## src/rtl/rf_writeback_ctrl.sv

```systemverilog
// rf_writeback_ctrl
// Write-side controller for the register file write port. ALU results and
// variable-latency load returns share one registered write port. ALU results
// win arbitration. Loads that cannot be written straight away wait in a small
// in-order queue. A per-register pending scoreboard tells decode which
// registers are still waiting on an issued load. The in-flight write is
// forwarded to decode, because the file itself only updates at the next edge.
//
// Load-return handshake: a load transfer happens on a rising edge where
// ld_valid & ld_ready are both 1. ld_ready depends only on registered state,
// and on reset, and never on ld_valid. Upstream holds ld_rd and ld_data stable
// while ld_valid=1 and the transfer has not yet happened.

module rf_writeback_ctrl #(
  parameter int DATA_W   = 32,
  parameter int ADDR_W   = 5,
  parameter int LQ_DEPTH = 4
) (
  input  logic              clk,
  input  logic              reset,
  // ALU result, always accepted
  input  logic              alu_valid,
  input  logic [ADDR_W-1:0] alu_rd,
  input  logic [DATA_W-1:0] alu_data,
  // load return
  input  logic              ld_valid,
  output logic              ld_ready,
  input  logic [ADDR_W-1:0] ld_rd,
  input  logic [DATA_W-1:0] ld_data,
  // load issue, for the scoreboard
  input  logic              iss_ld_valid,
  input  logic [ADDR_W-1:0] iss_ld_rd,
  // register file write port
  output logic              rf_we,
  output logic [ADDR_W-1:0] rf_waddr,
  output logic [DATA_W-1:0] rf_wdata,
  // decode read side
  input  logic [ADDR_W-1:0] rs1,
  input  logic [ADDR_W-1:0] rs2,
  output logic              rs1_busy,
  output logic              rs2_busy,
  output logic              rs1_fwd,
  output logic              rs2_fwd,
  output logic [DATA_W-1:0] rs1_fdata,
  output logic [DATA_W-1:0] rs2_fdata
);

  localparam int PTR_W = $clog2(LQ_DEPTH);
  localparam int NREG  = 2 ** ADDR_W;
  localparam logic [PTR_W:0] DEPTH_C = (PTR_W + 1)'(LQ_DEPTH);

  // ---------------------------------------------------------------------------
  // State
  // ---------------------------------------------------------------------------
  logic [PTR_W-1:0]  r_head;
  logic [PTR_W-1:0]  r_tail;
  logic [PTR_W:0]    r_count;
  logic [ADDR_W-1:0] r_q_rd   [LQ_DEPTH];
  logic [DATA_W-1:0] r_q_data [LQ_DEPTH];
  logic [NREG-1:0]   r_pending;
  logic              r_we;
  logic [ADDR_W-1:0] r_waddr;
  logic [DATA_W-1:0] r_wdata;

  // ---------------------------------------------------------------------------
  // Arbitration and queue control
  // ---------------------------------------------------------------------------
  logic              w_ld_acc;
  logic              w_ld_nz;
  logic              w_sel_alu;
  logic              w_q_nonempty;
  logic              w_sel_q;
  logic              w_sel_dir;
  logic              w_push;
  logic              w_pop;
  logic              w_ld_wr;
  logic [ADDR_W-1:0] w_clr_rd;
  logic              w_we_nxt;
  logic [ADDR_W-1:0] w_waddr_nxt;
  logic [DATA_W-1:0] w_wdata_nxt;
  logic [PTR_W:0]    w_count_nxt;
  logic [NREG-1:0]   w_pending_nxt;

  // Ready comes from the registered count only. A pop in the same cycle
  // does not raise it. It is held low while reset is asserted.
  assign ld_ready = ~reset & (r_count < DEPTH_C);

  // Priority order: ALU first, then the queue head, then a direct load. A load
  // is written directly only when the queue is empty, so loads stay in order.
  always_comb begin
    w_ld_acc     = ld_valid & ld_ready;
    w_ld_nz      = (ld_rd != '0);
    w_sel_alu    = alu_valid & (alu_rd != '0);
    w_q_nonempty = (r_count != '0);
    w_sel_q      = ~w_sel_alu & w_q_nonempty;
    w_sel_dir    = ~w_sel_alu & ~w_q_nonempty & w_ld_acc & w_ld_nz;
    // An accepted load to x0 is dropped here. It is never queued.
    w_push       = w_ld_acc & w_ld_nz & ~w_sel_dir;
    w_pop        = w_sel_q;
    w_ld_wr      = w_sel_q | w_sel_dir;
    w_clr_rd     = w_sel_q ? r_q_rd[r_head] : ld_rd;
  end

  // Next write-port contents. Address and data hold when nothing is selected.
  always_comb begin
    w_we_nxt    = 1'b0;
    w_waddr_nxt = r_waddr;
    w_wdata_nxt = r_wdata;
    if (w_sel_alu) begin
      w_we_nxt    = 1'b1;
      w_waddr_nxt = alu_rd;
      w_wdata_nxt = alu_data;
    end else if (w_sel_q) begin
      w_we_nxt    = 1'b1;
      w_waddr_nxt = r_q_rd[r_head];
      w_wdata_nxt = r_q_data[r_head];
    end else if (w_sel_dir) begin
      w_we_nxt    = 1'b1;
      w_waddr_nxt = ld_rd;
      w_wdata_nxt = ld_data;
    end
  end

  // Queue occupancy. A push and a pop in the same cycle leave it unchanged.
  always_comb begin
    w_count_nxt = r_count;
    case ({w_push, w_pop})
      2'b10:   w_count_nxt = r_count + (PTR_W + 1)'(1);
      2'b01:   w_count_nxt = r_count - (PTR_W + 1)'(1);
      default: w_count_nxt = r_count;
    endcase
  end

  // Scoreboard update. The clear is applied first, so a same-cycle set wins.
  // Bit 0 is forced low because x0 never waits on a load.
  always_comb begin
    w_pending_nxt = r_pending;
    if (w_ld_wr) begin
      w_pending_nxt[w_clr_rd] = 1'b0;
    end
    if (iss_ld_valid && (iss_ld_rd != '0)) begin
      w_pending_nxt[iss_ld_rd] = 1'b1;
    end
    w_pending_nxt[0] = 1'b0;
  end

  // ---------------------------------------------------------------------------
  // Sequential
  // ---------------------------------------------------------------------------

  // Queue pointers and count. On reset these are cleared, which discards
  // every entry.
  always_ff @(posedge clk or posedge reset) begin
    if (reset) begin
      r_head  <= '0;
      r_tail  <= '0;
      r_count <= '0;
    end else begin
      if (w_push) begin
        r_tail <= r_tail + PTR_W'(1);
      end
      if (w_pop) begin
        r_head <= r_head + PTR_W'(1);
      end
      r_count <= w_count_nxt;
    end
  end

  // Queue payload storage. It needs no reset, because the pointers alone
  // decide which entries are valid.
  always_ff @(posedge clk) begin
    if (w_push) begin
      r_q_rd[r_tail]   <= ld_rd;
      r_q_data[r_tail] <= ld_data;
    end
  end

  // Pending-load scoreboard register.
  always_ff @(posedge clk or posedge reset) begin
    if (reset) begin
      r_pending <= '0;
    end else begin
      r_pending <= w_pending_nxt;
    end
  end

  // Registered write port. This gives one cycle of latency from selection.
  always_ff @(posedge clk or posedge reset) begin
    if (reset) begin
      r_we    <= 1'b0;
      r_waddr <= '0;
      r_wdata <= '0;
    end else begin
      r_we    <= w_we_nxt;
      r_waddr <= w_waddr_nxt;
      r_wdata <= w_wdata_nxt;
    end
  end

  assign rf_we    = r_we;
  assign rf_waddr = r_waddr;
  assign rf_wdata = r_wdata;

  // ---------------------------------------------------------------------------
  // Decode-side busy and forwarding
  // ---------------------------------------------------------------------------
  logic w_rs1_nz;
  logic w_rs2_nz;

  // Busy and forward flags. The register file has not yet absorbed the
  // in-flight write, so decode takes that value from here.
  always_comb begin
    w_rs1_nz  = (rs1 != '0);
    w_rs2_nz  = (rs2 != '0);
    rs1_busy  = r_pending[rs1] & w_rs1_nz;
    rs2_busy  = r_pending[rs2] & w_rs2_nz;
    rs1_fwd   = r_we & (r_waddr == rs1) & w_rs1_nz;
    rs2_fwd   = r_we & (r_waddr == rs2) & w_rs2_nz;
    rs1_fdata = rs1_fwd ? r_wdata : '0;
    rs2_fdata = rs2_fwd ? r_wdata : '0;
  end

endmodule

```

## config.mk

```make
export PLATFORM = sky130hd
export DESIGN_NAME = rf_writeback_ctrl
export DESIGN_NICKNAME = d
export VERILOG_FILES = /design/src/rtl/rf_writeback_ctrl.sv
export SDC_FILE = /design/constraint.sdc
export NUM_CORES = 1
export LEC_CHECK = 0
export CORE_UTILIZATION = 57
export DETAILED_ROUTE_END_ITERATION = 8
export PLACE_DENSITY_LB_ADDON = 0.2
export SYNTH_ARGS = -nofsm -noshare
export SYNTH_HDL_FRONTEND = slang
export SYNTH_SLANG_ARGS = --single-unit
```

## constraint.sdc

```tcl
create_clock -name clk -period 5.2 [get_ports clk]
set_input_delay 1.04 -clock clk [delete_from_list [all_inputs] [get_ports clk]]
set_output_delay 1.04 -clock clk [all_outputs]
set_load 0.05 [all_outputs]
```

==> impl_metrics.tcl <==
set metrics [dict create \
    place_hpwl_um 17400 \
    p_leak_uw 0.00501 \
    drt-vias-per-instance 5.94 \
    wl_per_cell_um 20.8 \
    cts_hold_buf 0 \
    layout.filler_cells 1187 \
    timing.reg2reg.setup_slack_ps 2250 \
    global_route.usage.met2_pct 46.1 \
    timing.hold.worst.start "r_pending[28]$_DFF_PP0_" \
    critPathLaunchType "primary input" \
    met3_usage_pct 5.78 \
    grt_antenna_before_repair 1 \
    post_synth.cell_area_avg_um2 13.3 \
    drt_first_iter_violations 781 \
    yosys_warnings 0 \
    port-buffer-count 200 \
    synth.net_count 895 \
    violations "design-rule violations" \
    critPathCaptureType "primary output" \
    htreeDepth 1 \
    synth_edf_count 148 \
    worstSetupPathType "in -> out" \
    num_vias 7380 \
    yosysSeqAreaShare_pct 60.1 \
    std_cell_rows 49 \
    clock_insertion_delay_worst_skew_ps 520 \
    report.final.hold_viol_count 0 \
    dp_worst_setup_slack_ps 284 \
    total_negative_slack_ps 0 \
    wire_length_of_the_first_global_routing_pass_um 41300 \
    synthCells 795 \
    dieWidth_um 138 \
    io_pins 201 \
    cp.arrival_ps 3850 \
    initial_core_util_pct 58.4 \
    final_cycle_share_pct 94.1 \
    detail_route.wirelength_um 25800 \
    maxCapViolations 0 \
    gp_routability_congestion 0.946 \
    rsz0062_at_grt "false" \
    yosys.area.top_type_share_pct 42.1 \
    synth_top_area_cell "sky130_fd_sc_hd__edfxtp_1" \
    dominant_cells_by_area_after_synthesis "sky130_fd_sc_hd__edfxtp_1 (42%), sky130_fd_sc_hd__dfrtp_1 (18%), sky130_fd_sc_hd__mux4_2 (12%)" \
    cts.sinks 224 \
    first_global_vias 7533 \
    synth_ff_type "sky130_fd_sc_hd__edfxtp_1" \
    reg2reg_to "r_q_data[1][9]$_DFFE_PP_" \
    clk_root_buffer_cell "sky130_fd_sc_hd__clkbuf_16" \
    post_cts_buffers 0 \
    worst-slew-pin-transition_ps 997 \
    final_layout_size_suffix_gt1_share_pct 17.7 \
    timing.reg2reg.worst_path_depth 5 \
    core_region_area_um2 18100 \
    run_status "finished with violations" \
    cp_max_fo 11 \
    gr-usage-met1_pct 37.8 \
    detailedRoute.firstPassIterationCount 8 \
    numCtsBuffers 23 \
    layout_commonest_cell "sky130_fd_sc_hd__clkdlybuf4s50_1" \
    cts_tree "yes" \
    antennaDiodeCount 0 \
    post_cts.resized_instances 0 \
    postSynth.asyncResetShare_pct 33.9 \
    critical_path_required_ps 4160 \
    hold_path_class "reg -> reg" \
    flow.area_growth_from_synthesis_pct 27.2 \
    vdd_ir_drop_max_uv 334 \
    fp.dieArea_um2 19100 \
    grt.busiest_layer "met2" \
    layout_min_cycle_time_ps 4890 \
    drcViolationCount 20 \
    finClkSkew_ps 19.8 \
    num-nets-final 1097 \
    clock_path_buffers 3 \
    final_antenna_net_count 0 \
    timing.hold.worst_endpoint "r_pending[28]$_DFF_PP0_" \
    cts.reportedPaths.clkPinSlew_ps 60 \
    synth.distinct_cells 65 \
    grt_max_degree 45 \
    grt_util_all_layers_pct 27.9 \
    die_y_um 138 \
    grt_remaining_overflow 0 \
    layout_setup_ws_ps 309 \
    r2r_start "r_count[2]$_DFFE_PP0P_" \
    power.density_cell_area_nw_per_um2 513 \
    flip_flop_and_latch_count_after_synthesis 224 \
    post_synth_instance_area_um2 10600 \
    slew_viol_final 0 \
    maxClockFrequency_ghz 0.204 \
    holdPathStages 2 \
    mostFrequentLayoutCells "sky130_fd_sc_hd__clkdlybuf4s50_1 (165), sky130_fd_sc_hd__edfxtp_1 (148), sky130_fd_sc_hd__nand2_1 (147), sky130_fd_sc_hd__dfrtp_1 (74), sky130_fd_sc_hd__and2_1 (65)" \
    max_slew_headroom_pct 33.5 \
    finalSetupViolations 0 \
]
## Yosys cell counts, types with 5 or more instances
cell                       count
sky130_fd_sc_hd__and2_1       69
sky130_fd_sc_hd__clkbuf_1     13
sky130_fd_sc_hd__o31ai_1      10
sky130_fd_sc_hd__o21ai_0      38
sky130_fd_sc_hd__nand2_1     147
sky130_fd_sc_hd__a222oi_1     11
sky130_fd_sc_hd__xnor2_1      14
sky130_fd_sc_hd__mux4_2       54
sky130_fd_sc_hd__a21oi_1      32
sky130_fd_sc_hd__edfxtp_1    148
sky130_fd_sc_hd__inv_1        13
sky130_fd_sc_hd__ha_1          5
sky130_fd_sc_hd__buf_2        20
sky130_fd_sc_hd__o21ai_1       7
sky130_fd_sc_hd__mux2_2        6
sky130_fd_sc_hd__nor2_1       44
sky130_fd_sc_hd__dfrtp_1      76
sky130_fd_sc_hd__buf_6         6
## cell type report
class	count	area (um^2)	area share (%)
repair buffers	220	2060	15.4
inverters	14	53.8	0.400
clock buffers	34	637	4.74
multi-input cells	514	3950	29.4
clock inverters	8	93.8	0.699
flip-flops and latches	224	6350	47.3
well taps	229	287	2.13
## worst max-delay path: stages
cell and delay [ps]:
sky130_fd_sc_hd__clkdlybuf4s50_1 810, sky130_fd_sc_hd__mux4_2 580, sky130_fd_sc_hd__mux4_2 450, sky130_fd_sc_hd__mux2_2 270
sky130_fd_sc_hd__clkdlybuf4s50_1 700
## per-layer routing
layer | vias up | share of wire [%]
met4 | 0 | 2.0
met2 | 338 | 49
li1 | 3363 | -
met5 | - | 0
met1 | 3644 | 41
met3 | 35 | 7.8
## flip-flops by register name, summed over array words and instances, names as in the netlist
| register | cells |
|---|---|
| r_count | 3 |
| r_tail | 2 |
| rf_waddr | 5 |
| r_pending | 31 |
| r_head | 2 |
| r_q_data | 128 |
| rf_we | 1 |
| rf_wdata | 32 |
| r_q_rd | 20 |
## where the power goes
group | internal (uW) | total, uW | switching [uW]
clock | 948 | 1610 | 662
sequential | 2280 | 2670 | 396
combinational | 1090 | 2610 | 1520
## per-stage QoR
stage	power (uW)	utilization, %	area [um^2]	hold WS (ps)	std cells
floorplan	4450	-	10600	467	795
finish	6900	74.3	13400	533	1243
global route	7230	74.3	13400	551	1243
CTS	6930	74.3	13400	531	1243
global placement	5250	70.2	12700	509	1201
detailed placement	5310	70.2	12700	518	1201
## cells by family after synthesis
logic type	count (synthesis)	share of synthesized area [%]
buffers and inverters	57	2.69
AOI/OAI and AO/OA	134	9.04
muxes	62	12.5
xor gates and xnor gates	16	1.33
adders and majority gates	6	0.782
and+or+nand+nor	296	13.6
DFF	224	60.1
## how the worst max path moves through the flow
stage	to	depth (start not counted)	startpoint	slack (ps)
6_report	rs2_busy	5	rs2[0]	310
2_1_floorplan	rs2_fdata[22]	6	rs2[1]	1330
3_5_place_dp	rs2_busy	5	rs2[0]	280
5_1_grt	rs2_fdata[17]	6	rs2[0]	150
4_1_cts	rs2_busy	5	rs2[0]	280
3_3_place_gp	rs2_busy	5	rs2[0]	310
(Power assumes the default switching activity.)
